$ cat config.mk
export PLATFORM = sky130hd
export DESIGN_NAME = step_phase_decoder_flat
export DESIGN_NICKNAME = d
export VERILOG_FILES = /design/src/rtl/step_phase_decoder_if.sv /design/src/rtl/step_phase_decoder.sv /design/src/flat_wrapper.sv
export SDC_FILE = /design/constraint.sdc
export NUM_CORES = 1
export LEC_CHECK = 0
export CORE_UTILIZATION = 50
export CTS_CLUSTER_DIAMETER = 150
export DETAILED_ROUTE_END_ITERATION = 8
export DONT_BUFFER_PORTS = 1
export REMOVE_ABC_BUFFERS = 1
export SYNTH_ARGS = -nofsm -noshare
export SYNTH_HDL_FRONTEND = slang
export SYNTH_SLANG_ARGS = --single-unit
$ cat constraint.sdc
create_clock -name sys_clk -period 3.5 [get_ports sys_clk]
set_input_delay 0.35 -clock sys_clk [delete_from_list [all_inputs] [get_ports sys_clk]]
set_output_delay 0.35 -clock sys_clk [all_outputs]
set_load 0.02 [all_outputs]
$ cat src/rtl/step_phase_decoder_if.sv
// Stepper coil-line interface: coil drive pattern and distance clear towards
// the decoder, decoded step/distance status back to the fare logic.
interface step_phase_decoder_if;
    logic [3:0]  step_in;
    logic        clr_dist;
    logic        step_pulse;
    logic        dir;
    logic        phase_err;
    logic        dist_pulse;
    logic [15:0] dist_cnt;
    logic        moving;

    // Drive side (coil driver / fare logic).
    modport master (
        output step_in, clr_dist,
        input  step_pulse, dir, phase_err, dist_pulse, dist_cnt, moving
    );

    // Receiving side (the decoder).
    modport slave (
        input  step_in, clr_dist,
        output step_pulse, dir, phase_err, dist_pulse, dist_cnt, moving
    );
endinterface

$ cat src/rtl/step_phase_decoder.sv
// Half-step stepper phase decoder: synchronizes and glitch-filters the coil
// pattern, decodes the 8-position half-step ring into forward/reverse steps,
// flags illegal codes and jumps, accumulates net forward steps into distance
// units and tracks whether the motor is still moving.
module step_phase_decoder #(
    parameter logic [7:0]  STABLE_CYC     = 8'd4,
    parameter logic [15:0] STEPS_PER_UNIT = 16'd400,
    parameter logic [23:0] TIMEOUT        = 24'd9_999_999
) (
    input  logic                  sys_clk,
    input  logic                  sys_rst_n,
    step_phase_decoder_if.slave   bus
);

    localparam logic [7:0]  STAB_LAST = STABLE_CYC - 8'd1;
    localparam logic [15:0] ACC_LAST  = STEPS_PER_UNIT - 16'd1;

    typedef enum logic [1:0] {
        CLS_IDLE,
        CLS_VALID,
        CLS_ILLEGAL
    } code_cls_e;

    typedef struct packed {
        code_cls_e  cls;
        logic [2:0] idx;
    } code_info_t;

    logic [3:0]  sync_1;
    logic [3:0]  step_s;
    logic [3:0]  cand;
    logic [7:0]  stab_cnt;
    logic [3:0]  acc_code;
    logic        idx_valid;
    logic [2:0]  p_idx;
    logic [15:0] step_acc;
    logic [23:0] tmo_cnt;

    logic        step_pulse_q;
    logic        dir_q;
    logic        phase_err_q;
    logic        dist_pulse_q;
    logic [15:0] dist_cnt_q;
    logic        moving_q;

    code_info_t  cand_info;
    logic        accept;
    logic        seq_check;
    logic        fwd_step;
    logic        rev_step;
    logic        bad_step;
    logic [2:0]  p_next;
    logic [2:0]  p_prev;

    // Two-flop synchronizer for the asynchronous coil lines.
    // NOTE: sequential state uses non-blocking (<=) so every flop samples
    // pre-edge values; blocking here would collapse the two stages into one.
    always_ff @(posedge sys_clk or negedge sys_rst_n) begin
        if (!sys_rst_n) begin
            sync_1 <= 4'b0000;
            step_s <= 4'b0000;
        end else begin
            sync_1 <= bus.step_in;
            step_s <= sync_1;
        end
    end

    // Glitch filter: a code must hold STABLE_CYC cycles before it is accepted.
    always_ff @(posedge sys_clk or negedge sys_rst_n) begin
        if (!sys_rst_n) begin
            cand     <= 4'b0000;
            stab_cnt <= 8'd0;
            acc_code <= 4'b0000;
        end else begin
            if (step_s != cand) begin
                cand     <= step_s;
                stab_cnt <= 8'd0;
            end else if (stab_cnt != STAB_LAST) begin
                stab_cnt <= stab_cnt + 8'd1;
            end
            if (accept) begin
                acc_code <= cand;
            end
        end
    end

    // Map the candidate code onto its half-step ring position.
    // NOTE: give every always_comb output a default first so no path can
    // leave it unassigned and infer a latch.
    always_comb begin
        cand_info.cls = CLS_VALID;
        cand_info.idx = 3'd0;
        case (cand)
            4'b0000: cand_info.cls = CLS_IDLE;
            4'b0001: cand_info.idx = 3'd0;
            4'b0011: cand_info.idx = 3'd1;
            4'b0010: cand_info.idx = 3'd2;
            4'b0110: cand_info.idx = 3'd3;
            4'b0100: cand_info.idx = 3'd4;
            4'b1100: cand_info.idx = 3'd5;
            4'b1000: cand_info.idx = 3'd6;
            4'b1001: cand_info.idx = 3'd7;
            default: cand_info.cls = CLS_ILLEGAL;
        endcase
    end

    // Ring neighbours wrap naturally in 3-bit arithmetic.
    assign p_next    = p_idx + 3'd1;
    assign p_prev    = p_idx - 3'd1;
    assign accept    = (step_s == cand) && (stab_cnt == STAB_LAST) && (cand != acc_code);
    assign seq_check = accept && (cand_info.cls == CLS_VALID) && idx_valid;
    assign fwd_step  = seq_check && (cand_info.idx == p_next);
    assign rev_step  = seq_check && (cand_info.idx == p_prev);
    assign bad_step  = (accept && (cand_info.cls == CLS_ILLEGAL))
                     || (seq_check && !fwd_step && !rev_step);

    // Phase tracking: ring position, direction and step/error pulses.
    always_ff @(posedge sys_clk or negedge sys_rst_n) begin
        if (!sys_rst_n) begin
            idx_valid    <= 1'b0;
            p_idx        <= 3'd0;
            step_pulse_q <= 1'b0;
            phase_err_q  <= 1'b0;
            dir_q        <= 1'b0;
        end else begin
            step_pulse_q <= fwd_step | rev_step;
            phase_err_q  <= bad_step;
            if (fwd_step) begin
                dir_q <= 1'b1;
            end else if (rev_step) begin
                dir_q <= 1'b0;
            end
            // Any accepted valid code becomes the new reference position,
            // including after a jump (resync); idle and illegal drop the lock.
            if (accept) begin
                if (cand_info.cls == CLS_VALID) begin
                    p_idx     <= cand_info.idx;
                    idx_valid <= 1'b1;
                end else begin
                    idx_valid <= 1'b0;
                end
            end
        end
    end

    // Distance accumulation; a clear overrides any step in the same cycle.
    always_ff @(posedge sys_clk or negedge sys_rst_n) begin
        if (!sys_rst_n) begin
            step_acc     <= 16'd0;
            dist_cnt_q   <= 16'd0;
            dist_pulse_q <= 1'b0;
        end else begin
            dist_pulse_q <= 1'b0;
            if (bus.clr_dist) begin
                step_acc   <= 16'd0;
                dist_cnt_q <= 16'd0;
            end else if (fwd_step) begin
                if (step_acc == ACC_LAST) begin
                    step_acc     <= 16'd0;
                    dist_pulse_q <= 1'b1;
                    if (dist_cnt_q != 16'hFFFF) begin
                        dist_cnt_q <= dist_cnt_q + 16'd1;
                    end
                end else begin
                    step_acc <= step_acc + 16'd1;
                end
            end else if (rev_step && (step_acc != 16'd0)) begin
                // Reverse motion only unwinds the partial unit, never dist_cnt.
                step_acc <= step_acc - 16'd1;
            end
        end
    end

    // Motion timeout: moving stays high until TIMEOUT cycles pass without a step.
    always_ff @(posedge sys_clk or negedge sys_rst_n) begin
        if (!sys_rst_n) begin
            moving_q <= 1'b0;
            tmo_cnt  <= 24'd0;
        end else if (fwd_step || rev_step) begin
            moving_q <= 1'b1;
            tmo_cnt  <= 24'd0;
        end else if (moving_q) begin
            if (tmo_cnt == TIMEOUT) begin
                moving_q <= 1'b0;
                tmo_cnt  <= 24'd0;
            end else begin
                tmo_cnt <= tmo_cnt + 24'd1;
            end
        end
    end

    assign bus.step_pulse = step_pulse_q;
    assign bus.dir        = dir_q;
    assign bus.phase_err  = phase_err_q;
    assign bus.dist_pulse = dist_pulse_q;
    assign bus.dist_cnt   = dist_cnt_q;
    assign bus.moving     = moving_q;

endmodule

$ cat src/flat_wrapper.sv
// flat-port wrapper written by rule: the top's interface ports become plain ports
module step_phase_decoder_flat 
#(
    parameter logic [7:0]  STABLE_CYC     = 8'd4,
    parameter logic [15:0] STEPS_PER_UNIT = 16'd400,
    parameter logic [23:0] TIMEOUT        = 24'd9_999_999
)
  (sys_clk, sys_rst_n, bus_step_in, bus_clr_dist, bus_step_pulse, bus_dir, bus_phase_err, bus_dist_pulse, bus_dist_cnt, bus_moving);
  step_phase_decoder_if bus_i ();
  input  logic sys_clk;
  input  logic sys_rst_n;
  input wire logic [$bits(bus_i.step_in)-1:0] bus_step_in;
  input wire logic [$bits(bus_i.clr_dist)-1:0] bus_clr_dist;
  output wire logic [$bits(bus_i.step_pulse)-1:0] bus_step_pulse;
  output wire logic [$bits(bus_i.dir)-1:0] bus_dir;
  output wire logic [$bits(bus_i.phase_err)-1:0] bus_phase_err;
  output wire logic [$bits(bus_i.dist_pulse)-1:0] bus_dist_pulse;
  output wire logic [$bits(bus_i.dist_cnt)-1:0] bus_dist_cnt;
  output wire logic [$bits(bus_i.moving)-1:0] bus_moving;
  assign bus_i.step_in = bus_step_in;
  assign bus_i.clr_dist = bus_clr_dist;
  assign bus_step_pulse = bus_i.step_pulse;
  assign bus_dir = bus_i.dir;
  assign bus_phase_err = bus_i.phase_err;
  assign bus_dist_pulse = bus_i.dist_pulse;
  assign bus_dist_cnt = bus_i.dist_cnt;
  assign bus_moving = bus_i.moving;
  step_phase_decoder #(.STABLE_CYC(STABLE_CYC), .STEPS_PER_UNIT(STEPS_PER_UNIT), .TIMEOUT(TIMEOUT)) u_core (.sys_clk(sys_clk), .sys_rst_n(sys_rst_n), .bus(bus_i));
endmodule
==> flow_metrics.tcl <==
set metrics [dict create \
    cp_max_fo 17 \
    peakVddDrop_mv 0.238 \
    post_dp_cell_area_um2 5300 \
    hold_slack_ns 0.0512 \
    place_ws_ns 0.416 \
    setup_slack_ns 0.395 \
    grt_pass1_vias 4117 \
    ctsResizeCount 0 \
    clock_path_buffers 2 \
    synth_cell_types 55 \
    area_delta_synth_final_pct 7.50 \
    crit_arrival_ns 3.40 \
    viasPerCell 5.98 \
    maxSlewViolCount 0 \
    final_common_cell "dfrtp_1" \
    drv_cap 0 \
    crit_path_start_kind "register" \
    instances_no_fill 716 \
    cts_buffers 9 \
    synth_area_um2 5170 \
    final.fill_count 904 \
    hp-class "input pin to register" \
    power.density_nw_per_um2 339 \
    place_congestion 0.879 \
    status "complete, no violations" \
    routedWlPerCell_um 16.1 \
    end_kind "register" \
    cp.required_ns 3.80 \
    drive_gt1_share_pct 9.43 \
    die-area_um2 10800 \
    avgSynthCellArea_um2 8.91 \
    hold_viol 0 \
    ys_ff_latch 89 \
    r2r-end "u_core.bus.dist_cnt[11]" \
    clock_skew_ns 0.0217 \
    stdcell_area_um2 5560 \
    io_pins 28 \
    port_buffers 0 \
    cts_tree "built" \
    yosysWarnings 0 \
    cts_sinks 89 \
    reg2reg_slack_ns 0.40 \
    slew_headroom_pct 44.0 \
    dr.first_iter.drc_count 302 \
    fin_util_pct 56.1 \
    synthCells 580 \
    grt_use_total_pct 22.7 \
    drtPass1Iterations 4 \
    grt_first_pass_wirelength_um 20000 \
    die_y_um 104 \
    row_count 36 \
    synthFlopType "dfrtp_1" \
    worstMarginPinSlew_ns 0.833 \
    power_leakage_nw 2.31 \
    fin_crit_sh_pct 88.7 \
    max_freq_mhz 322 \
    criticalPathCategory "register to register" \
    whs_endpoint "u_core.bus.dist_cnt[13]" \
    die_w_um 104 \
    rsz0062_at_grt "no" \
    cts_root_buf "clkbuf_8" \
    total_power_mw 1.88 \
    whs_path_depth 1 \
    final_cell_mix "89 x dfrtp_1, 77 x nor2_1, 45 x nand2_1" \
    hp-start "bus_clr_dist" \
    grt_max_degree 90 \
    hpwl_um 7750 \
    nNetsFinal 593 \
    r2r-start "u_core.cand[0]" \
    async_flop_share_pct 100 \
    antenna_found_initial 0 \
    clock_latency_ns 0.37 \
    fin_setup_tns_ns 0 \
    synth_edf_count 0 \
    ys_seq_area_share_pct 43.1 \
    fin_crit_ns 3.10 \
    vias 4280 \
    h-tree-depth 3 \
    drt-total-wl_um 11600 \
    antenna_cells 0 \
    clk_pin_slew_ns 0.11 \
    ant_nets 0 \
    overflow 0 \
    dp_cells 694 \
    core-area_um2 9910 \
    setup_viol 0 \
    route.detailed.drc 0 \
    reg2reg_depth 6 \
    initial_core_util_pct 52.2 \
]
logic make-up (layout without fill, tap and decap cells):
logic type	count (synthesis)	count (layout)	synth area share, %
buf+inv	43	46	3.46
fa+ha+maj	8	8	1.94
xor+xnor	40	40	6.78
mux	16	16	3.41
compound gates	102	102	12.4
simple gates	282	282	29.0
flops	89	89	43.1
layer usage:
layer  part of all wire [%]  global-route usage, %  up-vias
met5                      0                      0        -
met4                    2.2                   8.67        0
met3                    3.0                   3.27       24
met2                     47                   37.6       83
met1                     48                   30.3     2082
li1                       -                      -     2091
final cells by class:
class	count	area (um^2)	share of cell area (%)
multi-input cells	448	2770	49.8
flip-flops and latches	89	2230	40.1
repair buffers	19	175	3.15
well taps	133	166	2.99
clock buffers	9	124	2.23
clock inverters	7	53.8	0.968
inverters	11	41.3	0.743
synthesized netlist by cell type (all sizes together), types with 8 or more instances:
master  count  area share (%)
dfrtp      89              43
nor2       77             5.6
nand2      45             3.3
a21oi      37             3.6
o21ai      26             2.5
clkbuf     25             1.8
nor3       25             2.5
nand3      22             2.1
xnor2      22             3.7
nor4       20             2.5
nand4      19             2.3
xor2       18             3.0
or3        17             2.1
and3       13             1.6
mux2       13             2.8
inv        11            0.80
ha          8             1.9
how the worst max path moves through the flow:
stage / endpoint / depth (start not counted) / startpoint
3_3_place_gp: u_core.bus.dist_cnt[11] / 6 / u_core.cand[0]
6_report: u_core.bus.dist_cnt[11] / 6 / u_core.cand[0]
5_1_grt: u_core.step_acc[7] / 8 / u_core.cand[1]
2_1_floorplan: u_core.step_acc[7] / 7 / u_core.cand[3]
4_1_cts: u_core.bus.dist_cnt[15] / 6 / u_core.cand[0]
3_5_place_dp: u_core.bus.dist_cnt[15] / 6 / u_core.cand[0]
state kept, by name (all words and copies together), names as in the netlist:
signal	count
u_core.bus.step_pulse	1
u_core.step_acc	16
u_core.cand	4
u_core.sync_1	4
u_core.bus.dist_pulse	1
u_core.stab_cnt	8
u_core.bus.dist_cnt	16
u_core.p_idx	3
u_core.idx_valid	1
u_core.step_s	4
u_core.bus.dir	1
u_core.acc_code	4
u_core.bus.moving	1
u_core.tmo_cnt	24
u_core.bus.phase_err	1
power breakdown:
group | switching [mW] | total [mW] | internal, mW | leakage, nW
logic | 0.0867 | 0.142 | 0.0555 | 1.01
registers | 0.0173 | 1.06 | 1.04 | 1.21
clock network | 0.419 | 0.684 | 0.265 | 0.0875
critical path: stages (launching register included):
cell,delay [ns]
dfrtp_1,0.68
or4b_4,0.54
a311o_4,0.47
or4_4,0.56
nand4b_4,0.27
or3_1,0.40
a21oi_1,0.14
timing repair:
| action | 4_1_cts | 5_1_grt |
|---|---|---|
| hold endpoints to repair | 93 | 0 |
| setup buffers | 0 | 0 |
| hold buffers | 6 | 0 |
| endpoints found under the setup margin | 0 | 0 |
Note: power is estimated with default switching activity, not from simulation.
